## config.mk

```make
export PLATFORM = sky130hd
export DESIGN_NAME = div_pipe_7
export DESIGN_NICKNAME = d
export VERILOG_FILES = /design/src/rtl/div_pipe_7_pkg.sv /design/src/rtl/div_cell_7.sv /design/src/rtl/div_pipe_7.sv
export SDC_FILE = /design/constraint.sdc
export NUM_CORES = 1
export LEC_CHECK = 0
export BUFFER_PORTS_ARGS = -buffer_cell sky130_fd_sc_hd__buf_2
export CAP_MARGIN = 10
export CORE_UTILIZATION = 35
export CTS_CLUSTER_DIAMETER = 150
export DETAILED_ROUTE_END_ITERATION = 8
export MAX_ROUTING_LAYER = met4
export PLACE_DENSITY_LB_ADDON = 0.12
export SLEW_MARGIN = 20
export SYNTH_ARGS = -nofsm -noshare
export SYNTH_HDL_FRONTEND = slang
export SYNTH_HIERARCHICAL = 1
export SYNTH_SLANG_ARGS = --single-unit
```

## constraint.sdc

```tcl
create_clock -name clk -period 2.65 [get_ports clk]
set_input_delay 0.3975 -clock clk [delete_from_list [all_inputs] [get_ports clk]]
set_output_delay 0.3975 -clock clk [all_outputs]
set_load 0.01 [all_outputs]
```

## src/rtl/div_pipe_7_pkg.sv

```systemverilog
// Shared defaults for the pipelined restoring divider.
package div_pipe_7_pkg;

  // Default dividend/quotient width; also the pipeline depth.
  localparam int unsigned DEF_WIDTH_N = 16;
  // Default divisor/remainder width.
  localparam int unsigned DEF_WIDTH_D = 8;

endpackage

```

## src/rtl/div_cell_7.sv

```systemverilog
// One bit-stage of the restoring divider: shifts in the next dividend bit,
// trial-subtracts the divisor and appends one quotient bit.
module div_cell_7
  import div_pipe_7_pkg::*;
#(
  parameter int unsigned WIDTH_N = DEF_WIDTH_N,
  parameter int unsigned WIDTH_D = DEF_WIDTH_D
) (
  input  logic               clk,
  input  logic               rst_n,
  input  logic               en,
  input  logic [WIDTH_D-1:0] rem_in,
  input  logic [WIDTH_N-1:0] dvd_in,
  input  logic [WIDTH_N-1:0] quo_in,
  input  logic [WIDTH_D-1:0] dsr_in,
  input  logic               zero_in,
  output logic               rdy,
  output logic [WIDTH_D-1:0] rem_out,
  output logic [WIDTH_N-1:0] dvd_out,
  output logic [WIDTH_N-1:0] quo_out,
  output logic [WIDTH_D-1:0] dsr_out,
  output logic               zero_out
);

  logic [WIDTH_D:0]   t;
  logic [WIDTH_D-1:0] rem_nxt;
  logic               q_bit;
  // The quotient MSB shifts out of the word; it is always zero by construction.
  logic               unused_quo_msb;

  assign unused_quo_msb = quo_in[WIDTH_N-1];

  // Trial subtraction; a zero divisor forces a 1 quotient bit and zero remainder
  // so the op leaves the pipe as all-ones / 0 without extra output muxing.
  always_comb begin
    t       = {rem_in, dvd_in[WIDTH_N-1]};
    rem_nxt = '0;
    q_bit   = 1'b0;
    if (zero_in) begin
      rem_nxt = '0;
      q_bit   = 1'b1;
    end else if (t >= {1'b0, dsr_in}) begin
      rem_nxt = WIDTH_D'(t - {1'b0, dsr_in});
      q_bit   = 1'b1;
    end else begin
      rem_nxt = t[WIDTH_D-1:0];
      q_bit   = 1'b0;
    end
  end

  // Stage registers: valid advances every cycle, data loads only with valid.
  always_ff @(posedge clk) begin
    if (!rst_n) begin
      rdy      <= 1'b0;
      rem_out  <= '0;
      dvd_out  <= '0;
      quo_out  <= '0;
      dsr_out  <= '0;
      zero_out <= 1'b0;
    end else begin
      rdy <= en;
      if (en) begin
        rem_out  <= rem_nxt;
        dvd_out  <= {dvd_in[WIDTH_N-2:0], 1'b0};
        quo_out  <= {quo_in[WIDTH_N-2:0], q_bit};
        dsr_out  <= dsr_in;
        zero_out <= zero_in;
      end
    end
  end

endmodule

```

## src/rtl/div_pipe_7.sv

```systemverilog
// Fully pipelined unsigned restoring divider: WIDTH_N bit-stages, one op per
// clock, results in issue order WIDTH_N cycles after issue.
module div_pipe_7
  import div_pipe_7_pkg::*;
#(
  parameter int unsigned WIDTH_N = DEF_WIDTH_N,
  parameter int unsigned WIDTH_D = DEF_WIDTH_D
) (
  input  logic               clk,
  input  logic               rst_n,
  input  logic               en,
  input  logic [WIDTH_N-1:0] dividend,
  input  logic [WIDTH_D-1:0] divisor,
  output logic [WIDTH_N-1:0] quotient,
  output logic [WIDTH_D-1:0] remainder,
  output logic               div_zero,
  output logic               result_rdy
);

  // Index k is the input of stage k; index WIDTH_N is the last stage output.
  logic [WIDTH_N:0]              vld_c;
  logic [WIDTH_N:0][WIDTH_D-1:0] rem_c;
  logic [WIDTH_N:0][WIDTH_N-1:0] dvd_c;
  logic [WIDTH_N:0][WIDTH_N-1:0] quo_c;
  logic [WIDTH_N:0][WIDTH_D-1:0] dsr_c;
  logic [WIDTH_N:0]              zero_c;
  // The residual dividend and divisor copy are not needed past the last stage.
  logic                          unused_tail;

  assign vld_c[0]  = en;
  assign rem_c[0]  = '0;
  assign dvd_c[0]  = dividend;
  assign quo_c[0]  = '0;
  assign dsr_c[0]  = divisor;
  assign zero_c[0] = (divisor == {WIDTH_D{1'b0}});

  for (genvar k = 0; k < WIDTH_N; k++) begin : g_stage
    div_cell_7 #(
      .WIDTH_N (WIDTH_N),
      .WIDTH_D (WIDTH_D)
    ) u_cell (
      .clk      (clk),
      .rst_n    (rst_n),
      .en       (vld_c[k]),
      .rem_in   (rem_c[k]),
      .dvd_in   (dvd_c[k]),
      .quo_in   (quo_c[k]),
      .dsr_in   (dsr_c[k]),
      .zero_in  (zero_c[k]),
      .rdy      (vld_c[k+1]),
      .rem_out  (rem_c[k+1]),
      .dvd_out  (dvd_c[k+1]),
      .quo_out  (quo_c[k+1]),
      .dsr_out  (dsr_c[k+1]),
      .zero_out (zero_c[k+1])
    );
  end

  assign unused_tail = ^{dvd_c[WIDTH_N], dsr_c[WIDTH_N]};

  // Outputs come straight from the last stage registers, which hold between ops.
  assign quotient   = quo_c[WIDTH_N];
  assign remainder  = rem_c[WIDTH_N];
  assign div_zero   = zero_c[WIDTH_N];
  assign result_rdy = vld_c[WIDTH_N];

endmodule

```

==> Flow_metrics.wiki, run 1 <==
{| class="wikitable"
! Metric !! Value
|-
| Root Buffer || sky130_fd_sc_hd__clkbuf_16
|-
| Terminus of the critical flop-to-flop path || g_stage[8].u_cell/rem_out[3]
|-
| Row cnt || 103
|-
| Clock latency of the later-clocked register in the worst-skew pair || 0.60 ns
|-
| Count of hold buffers inserted by post-cts repair || 0
|-
| Element type at the critical path start || flip-flop
|-
| Fin cells || 4135
|-
| Cell total after placement || 4018
|-
| Hold Crit Depth || 3
|-
| Number of global-route vias before repair || 20000
|-
| Static Leak || 0.0112 uW
|-
| Maximum number of pins on one net before global-route repair || 72
|-
| Clock net sink count || 536
|-
| Status || completed
|-
| Critical path startpoint || g_stage[7].u_cell/dsr_out[5]
|-
| Storage element area || 10700 um^2
|-
| Switching power || 4360 uW
|-
| Aggregate global routing overflow || 0
|-
| Multi-input logic area || 15600 um^2
|-
| Smallest hold slack || 0.0607 ns
|-
| Internal cell power || 14200 uW
|-
| Depth of the most critical reg-to-reg path || 7
|-
| Sequential fraction of design power || 44.4%
|-
| Setup TNS || 0 ns
|-
| Min Tclk post-route || 2.22 ns
|-
| Post-layout power || 18500 uW
|-
| Synth warn || 6
|-
| Half-perimeter wire length after placement || 49900 um
|-
| Die X-Extent || 285 um
|-
| Maximum clock path buffer count || 3
|-
| Class of the tightest hold or removal check || in -> reg
|-
| Source of the worst hold timing path || dividend[8]
|-
| Logic gate share of total power || 6.5%
|-
| Starting Density || 35.4%
|-
| Fin Clk Skew || 0.0244 ns
|-
| Clk network pwr share || 49.1%
|-
| Synthesized instance count || 3022
|-
| Number of gates resized after CTS || 0
|-
| # Post-CTS Setup Buffers || 0
|-
| Post-synthesis average cell area || 9.26 um^2
|-
| CP Capture Type || flip-flop
|-
| Total wire length after detailed routing || 66600 um
|-
| Finish-stage setup viols || 0
|-
| CTS tree || done
|-
| Headroom to the max-slew limit || 48.5%
|-
| Total via count after detailed routing || 20300
|-
| Count of nets left with antenna violations after detail routing || 0
|-
| Top-Level Pins || 53
|-
| Worst EP arrival || 2.71 ns
|-
| Switching share of power || 23.5%
|-
| Die area || 81100 um^2
|-
| Clock transition time at the flip-flop clock pins of the worst setup and hold paths || 0.06 ns
|-
| Final Hold Fails || 0
|-
| Peak Freq || 451 MHz
|-
| Portion of the clock cycle consumed by the worst path in the final layout || 83.8%
|-
| Summed instance area of the synthesized netlist || 28000 um^2
|-
| IO buf count || 52
|-
| Number of max-capacitance violations reported || 0
|-
| Origin of the critical flop-to-flop path || g_stage[7].u_cell/dsr_out[5]
|-
| Slew @ Worst Pin || 0.771 ns
|-
| Die outline height || 285 um
|-
| Routed via count divided by cell count || 4.90
|-
| Worst supply voltage drop on vdd || 0.000369 V
|-
| R2R Setup Slk || 0.43 ns
|-
| Antenna diode count || 0
|-
| Nets || 3207
|-
| Worst hold path endpoint || g_stage[0].u_cell/dvd_out[9]
|-
| Utilization of the core after routing || 39.7%
|-
| Number of DRC markers in iteration 0 || 758
|-
| Unrepaired setup endpoints after global routing || false
|-
| Fill cell instance count of the final layout || 7935
|-
| Initial antenna violation count || 0
|-
| CP Class || reg -> reg
|-
| Number of pins with negative max-slew slack in the final report || 0
|-
| GPL Wtd Cong || 0.843
|-
| Synth-to-layout area growth || 12.2%
|-
| Total track usage || 16.9%
|-
| Maximum level of the CTS H-tree || 3
|-
| P per Cell Area || 590 nW/um^2
|-
| Layout cells sized above 1 || 10.3%
|-
| DRC viols || 0
|-
| Data required time of the worst path || 3.14 ns
|-
| Final routed wire length divided by cell count || 16.1 um
|-
| Area of the placeable core || 79000 um^2
|-
| Router iterations before antenna repair || 5
|-
| Wire length of the first global-routing pass || 108000 um
|-
| Worst-path fanout max || 11
|-
| Number of buffers created by CTS || 66
|}
## power groups by stage
stage / combinational [uW] / clock, uW / sequential [uW]
after floorplan: 948 / 0 / 8350
after global placement: 1190 / 0 / 8400
after detailed placement: 1200 / 0 / 8400
after CTS: 1200 / 9430 / 8220
after global routing: 1330 / 9770 / 8220
final: 1200 / 9100 / 8220
## final cells by class
type                    count  area share (%)
clock buffers              98            6.23
clock inverters            19           0.761
inverters                 196            2.34
multi-input cells        2119            49.8
flip-flops and latches    536            34.2
well taps                1050            4.18
repair buffers            117            2.49
## placed cells by master, fill, tap and decap left out, drive strengths merged, types with 14 or more instances in the layout
cell type / count
nor2: 95
nand2b: 58
and3: 26
a31oi: 29
a32oi: 18
nor3b: 19
o21ai: 164
and2: 25
o311ai: 33
buf: 117
o211ai: 49
ha: 128
clkbuf: 98
mux2i: 422
a21oi: 85
o221ai: 14
dfxtp: 536
fa: 16
xnor2: 20
or2: 25
nor2b: 447
nand3: 55
conb: 15
inv: 198
nand2: 192
a211oi: 25
nor3: 23
a21o: 14
xor2: 32
## worst max path at each step
| stage | cells after the start | slack [ns] | end |
|---|---|---|---|
| after detailed placement | 8 | 0.40 | g_stage[0].u_cell/rem_out[0] |
| after CTS | 7 | 0.43 | g_stage[8].u_cell/rem_out[2] |
| final | 7 | 0.43 | g_stage[8].u_cell/rem_out[3] |
| after floorplan | 8 | 0.70 | g_stage[0].u_cell/rem_out[6] |
| after global placement | 8 | 0.42 | g_stage[0].u_cell/rem_out[0] |
| after global routing | 8 | 0.27 | g_stage[11].u_cell/rem_out[0] |
## metrics by stage
stage	setup slack, ns	instance area (um^2)
3_3_place_gp	0.415	29200
3_5_place_dp	0.401	29200
2_1_floorplan	0.697	28000
6_report	0.430	31400
4_1_cts	0.432	31400
5_1_grt	0.265	31400
## worst max-delay path, cell delays in order, from the launching register on
cell and delay [ns]:
sky130_fd_sc_hd__dfxtp_1 0.36, sky130_fd_sc_hd__inv_1 0.06, sky130_fd_sc_hd__ha_1 0.43, sky130_fd_sc_hd__nand3_2 0.11, sky130_fd_sc_hd__or2_1 0.26, sky130_fd_sc_hd__o21ai_2 0.47, sky130_fd_sc_hd__mux2i_1 0.35, sky130_fd_sc_hd__o21ai_1 0.08
## routing by layer
layer	track usage, %	up-vias	share of wire, %
li1	-	10400	-
met1	20.7	9521	46
met3	2.18	112	2.2
met2	28.2	208	49
met5	-	-	0
met4	5.94	0	3.0
## state kept, by name, indices dropped and copies added (netlist names)
name                     cells
g_stage.u_cell/quo_out     136
g_stage.u_cell/rdy          16
g_stage.u_cell/zero_out     16
g_stage.u_cell/dvd_out     120
g_stage.u_cell/dsr_out     120
g_stage.u_cell/rem_out     128
(Power assumes the default switching activity.)
==> inputs of run 2 (changes only) <==
==> constraint.sdc (replaced) <==
create_clock -name clk -period 2.1 [get_ports clk]
set_input_delay 0.315 -clock clk [delete_from_list [all_inputs] [get_ports clk]]
set_output_delay 0.315 -clock clk [all_outputs]
set_load 0.01 [all_outputs]
==> run 2 against run 1 <==
Clock power grew 26%. Clock-buffer cell count is 5 higher. Wire length is 0.94% higher. Power is 27% higher. Sequential share of layout area is 1.1 points lower. Cell count up 2.8%. First-iteration DRC count fell by 3.6%. Die area stayed put. Critical path depth grew 1. Critical path type unchanged. Critical endpoint is now g_stage[10].u_cell/rem_out[6]. Highest routed layer unchanged.
==> Flow_metrics.wiki, run 2 (same netlist as run 1, synthesis figures left out) <==
{| class="wikitable"
! Metric !! Value
|-
| Die area || 81100 um^2 (unchanged)
|-
| Fin Clk Skew || 0.0147 ns (-0.00974 ns)
|-
| Initial antenna violation count || 0 (unchanged)
|-
| Total wire length after detailed routing || 67200 um (+0.94%)
|-
| Worst-path fanout max || 3 (-8)
|-
| Number of max-capacitance violations reported || 0 (unchanged)
|-
| Headroom to the max-slew limit || 51.6% (+3.1 points)
|-
| Data required time of the worst path || 2.61 ns (-0.53 ns)
|-
| Number of pins with negative max-slew slack in the final report || 0 (unchanged)
|-
| Routed via count divided by cell count || 4.87 (-0.72%)
|-
| Number of buffer and inverter stages on the critical path || 1 (unchanged)
|-
| Layout cells sized above 1 || 13.7% (+3.3 points)
|-
| Number of buffers created by CTS || 66 (unchanged)
|-
| GPL Wtd Cong || 0.858 (+1.7%)
|-
| CP Capture Type || flip-flop
|-
| Worst EP arrival || 2.49 ns (-0.22 ns)
|-
| Depth of the most critical reg-to-reg path || 8 (+1)
|-
| Post-layout power || 23500 uW (+27%)
|-
| DRC viols || 0 (unchanged)
|-
| P per Cell Area || 725 nW/um^2 (+23%)
|-
| Commonest cells after routing, fill and taps aside || sky130_fd_sc_hd__dfxtp_1 (536), sky130_fd_sc_hd__nor2b_1 (447), sky130_fd_sc_hd__mux2i_1 (421), sky130_fd_sc_hd__nand2_1 (192), sky130_fd_sc_hd__inv_1 (187)
|-
| Final routed wire length divided by cell count || 15.8 um (-1.8%)
|-
| Destination of the critical timing path || g_stage[10].u_cell/rem_out[6]
|-
| Fill cell instance count of the final layout || 7765 (-2.1%)
|-
| Smallest hold slack || 0.0284 ns (-0.0323 ns)
|-
| Clock net sink count || 536 (unchanged)
|-
| Finish-stage setup viols || 0 (unchanged)
|-
| Unrepaired setup endpoints after global routing || false
|-
| Dominant cell type by count on the critical path || sky130_fd_sc_hd__o211ai_1
|-
| IO buf count || 52 (unchanged)
|-
| Most common library cell in the layout ignoring fill and taps || sky130_fd_sc_hd__dfxtp_1
|-
| R2R Setup Slk || 0.13 ns (-0.30 ns)
|-
| CTS tree || done
|-
| Row cnt || 103 (unchanged)
|-
| Worst supply voltage drop on vdd || 0.000462 V (+25%)
|-
| Register with the most flip-flops || g_stage.u_cell/quo_out
|-
| Min Tclk post-route || 1.97 ns (-0.245 ns)
|-
| Wire length of the first global-routing pass || 110000 um (+1.2%)
|-
| Count of nets left with antenna violations after detail routing || 0 (unchanged)
|-
| Biggest regs || g_stage.u_cell/quo_out: 136 flops, g_stage.u_cell/rem_out: 128 flops
|-
| Number of DRC markers in iteration 0 || 731 (-3.6%)
|-
| Die outline height || 285 um (unchanged)
|-
| Setup TNS || 0 ns (unchanged)
|-
| Root Buffer || sky130_fd_sc_hd__clkbuf_16
|-
| Terminus of the critical flop-to-flop path || g_stage[10].u_cell/rem_out[6]
|-
| Number of global-route vias before repair || 20500 (+2.7%)
|-
| Starting Density || 35.4% (unchanged)
|-
| Die X-Extent || 285 um (unchanged)
|-
| Clock transition time at the flip-flop clock pins of the worst setup and hold paths || 0.06 ns (about the same)
|-
| Class of the tightest hold or removal check || in -> reg
|-
| Total track usage || 16.9% (+0.087 points)
|-
| Number of flip-flops in the largest register || 136 (unchanged)
|-
| Slew @ Worst Pin || 0.723 ns (-0.0483 ns)
|-
| Nets || 3320 (+3.5%)
|-
| Utilization of the core after routing || 41.0% (+1.3 points)
|-
| Portion of the clock cycle consumed by the worst path in the final layout || 94.0% (+10 points)
|-
| Status || completed
|-
| Final Hold Fails || 0 (unchanged)
|-
| Area of the placeable core || 79000 um^2 (unchanged)
|-
| CP Class || reg -> reg
|-
| Clock latency of the later-clocked register in the worst-skew pair || 0.60 ns (about the same)
|-
| Aggregate global routing overflow || 0 (unchanged)
|-
| Maximum number of pins on one net before global-route repair || 64 (-11%)
|-
| Total via count after detailed routing || 20700 (+2.0%)
|-
| CP Depth || 8 (+1)
|-
| Top-Level Pins || 53 (unchanged)
|-
| Peak Freq || 506 MHz (+12%)
|-
| Static Leak || 0.0118 uW (+5.5%)
|-
| Origin of the critical flop-to-flop path || g_stage[9].u_cell/dvd_out[15]
|-
| Element type at the critical path start || flip-flop
|-
| Antenna diode count || 0 (unchanged)
|-
| List of cells traversed by the critical path || inv_1 > ha_2 > fa_2 > nand2b_1 > a2111o_1 > o311ai_0 > o211ai_1 > o211ai_1
|-
| Kind of cell adding the most delay to the critical path || compound AO/OA/AOI/OAI gates
|-
| Half-perimeter wire length after placement || 51500 um (+3.2%)
|-
| Maximum clock path buffer count || 3 (unchanged)
|-
| Synth-to-layout area growth || 15.9%
|-
| Router iterations before antenna repair || 5 (unchanged)
|-
| Slowest stage cell on the critical path || sky130_fd_sc_hd__a2111o_1
|-
| Largest stage delay on the critical path || 0.37 ns (-0.10 ns)
|-
| Critical path startpoint || g_stage[9].u_cell/dvd_out[15]
|-
| Maximum level of the CTS H-tree || 3 (unchanged)
|}
-- run 2: cell types whose count changed in the layout (fill, tap and decap cells not counted), sizes merged --
cell | before | now
buf | 117 | 219
clkbuf | 98 | 103
clkinv | 12 | 11
clkinvlp | 1 | 0
dlygate4sd3 | 0 | 11
inv | 198 | 197
-- run 2: final cells by class --
type,instances,area [um^2],share of cell area [%]
Multi-Input combinational cell,2119,15700,48.4
Clock buffer,103,1970,6.09
Timing Repair Buffer,230,1730,5.35
Tap cell,1050,1310,4.05
Sequential cell,536,10700,33.1
Inverter,196,736,2.27
Clock inverter,16,229,0.706
-- run 2: tightest hold or removal path: cells and delay by family --
family | cells | cell delay (ns)
buf+inv | 1 | 0.11
mux | 1 | 0.07
simple gates | 1 | 0.09
-- run 2: report_power, final --
| group | leakage, uW | internal [uW] | switching (uW) |
|---|---|---|---|
| Clock | 0.00108 | 6980 | 4490 |
| Sequential | 0.00432 | 10300 | 90.4 |
| Combinational | 0.00636 | 774 | 918 |
| Total | 0.0118 | 18000 | 5500 |
-- run 2: routing by layer --
metal	GRT usage [%]	vias up	wire length, um
met5	-	-	0
met3	2.24	94	1510
met1	20.6	9721	31100
li1	-	10700	-
met4	4.87	0	1640
met2	29.1	187	32900
-- run 2: what timing repair did --
action                                  in CTS  in global routing
hold buffers                                11                  0
buffers inserted                             0                  0
endpoints found under the hold margin       11                  0
gates resized for setup                      0                 19
endpoints found under the setup margin       0                 30
-- run 2: how the worst min path moves through the flow --
stage                                              from                             to  cells after the start
after CTS                                   dividend[0]   g_stage[0].u_cell/dvd_out[1]                      3
final                                       dividend[1]   g_stage[0].u_cell/dvd_out[2]                      3
after global routing                        dividend[1]   g_stage[0].u_cell/dvd_out[2]                      3
after floorplan           g_stage[13].u_cell/rem_out[7]  g_stage[13].u_cell/rem_out[7]                      2
after global placement    g_stage[15].u_cell/rem_out[4]  g_stage[15].u_cell/rem_out[4]                      2
after detailed placement  g_stage[15].u_cell/rem_out[3]  g_stage[15].u_cell/rem_out[3]                      2
-- run 2: through the flow --
step,instance area (um^2),worst slack [ns],instances
detailed placement,30000,0.0284,4120
floorplan,28000,0.225,3036
global route,32400,0.00166,4250
CTS,32400,0.0479,4250
finish,32400,0.126,4250
global placement,30000,0.00280,4120
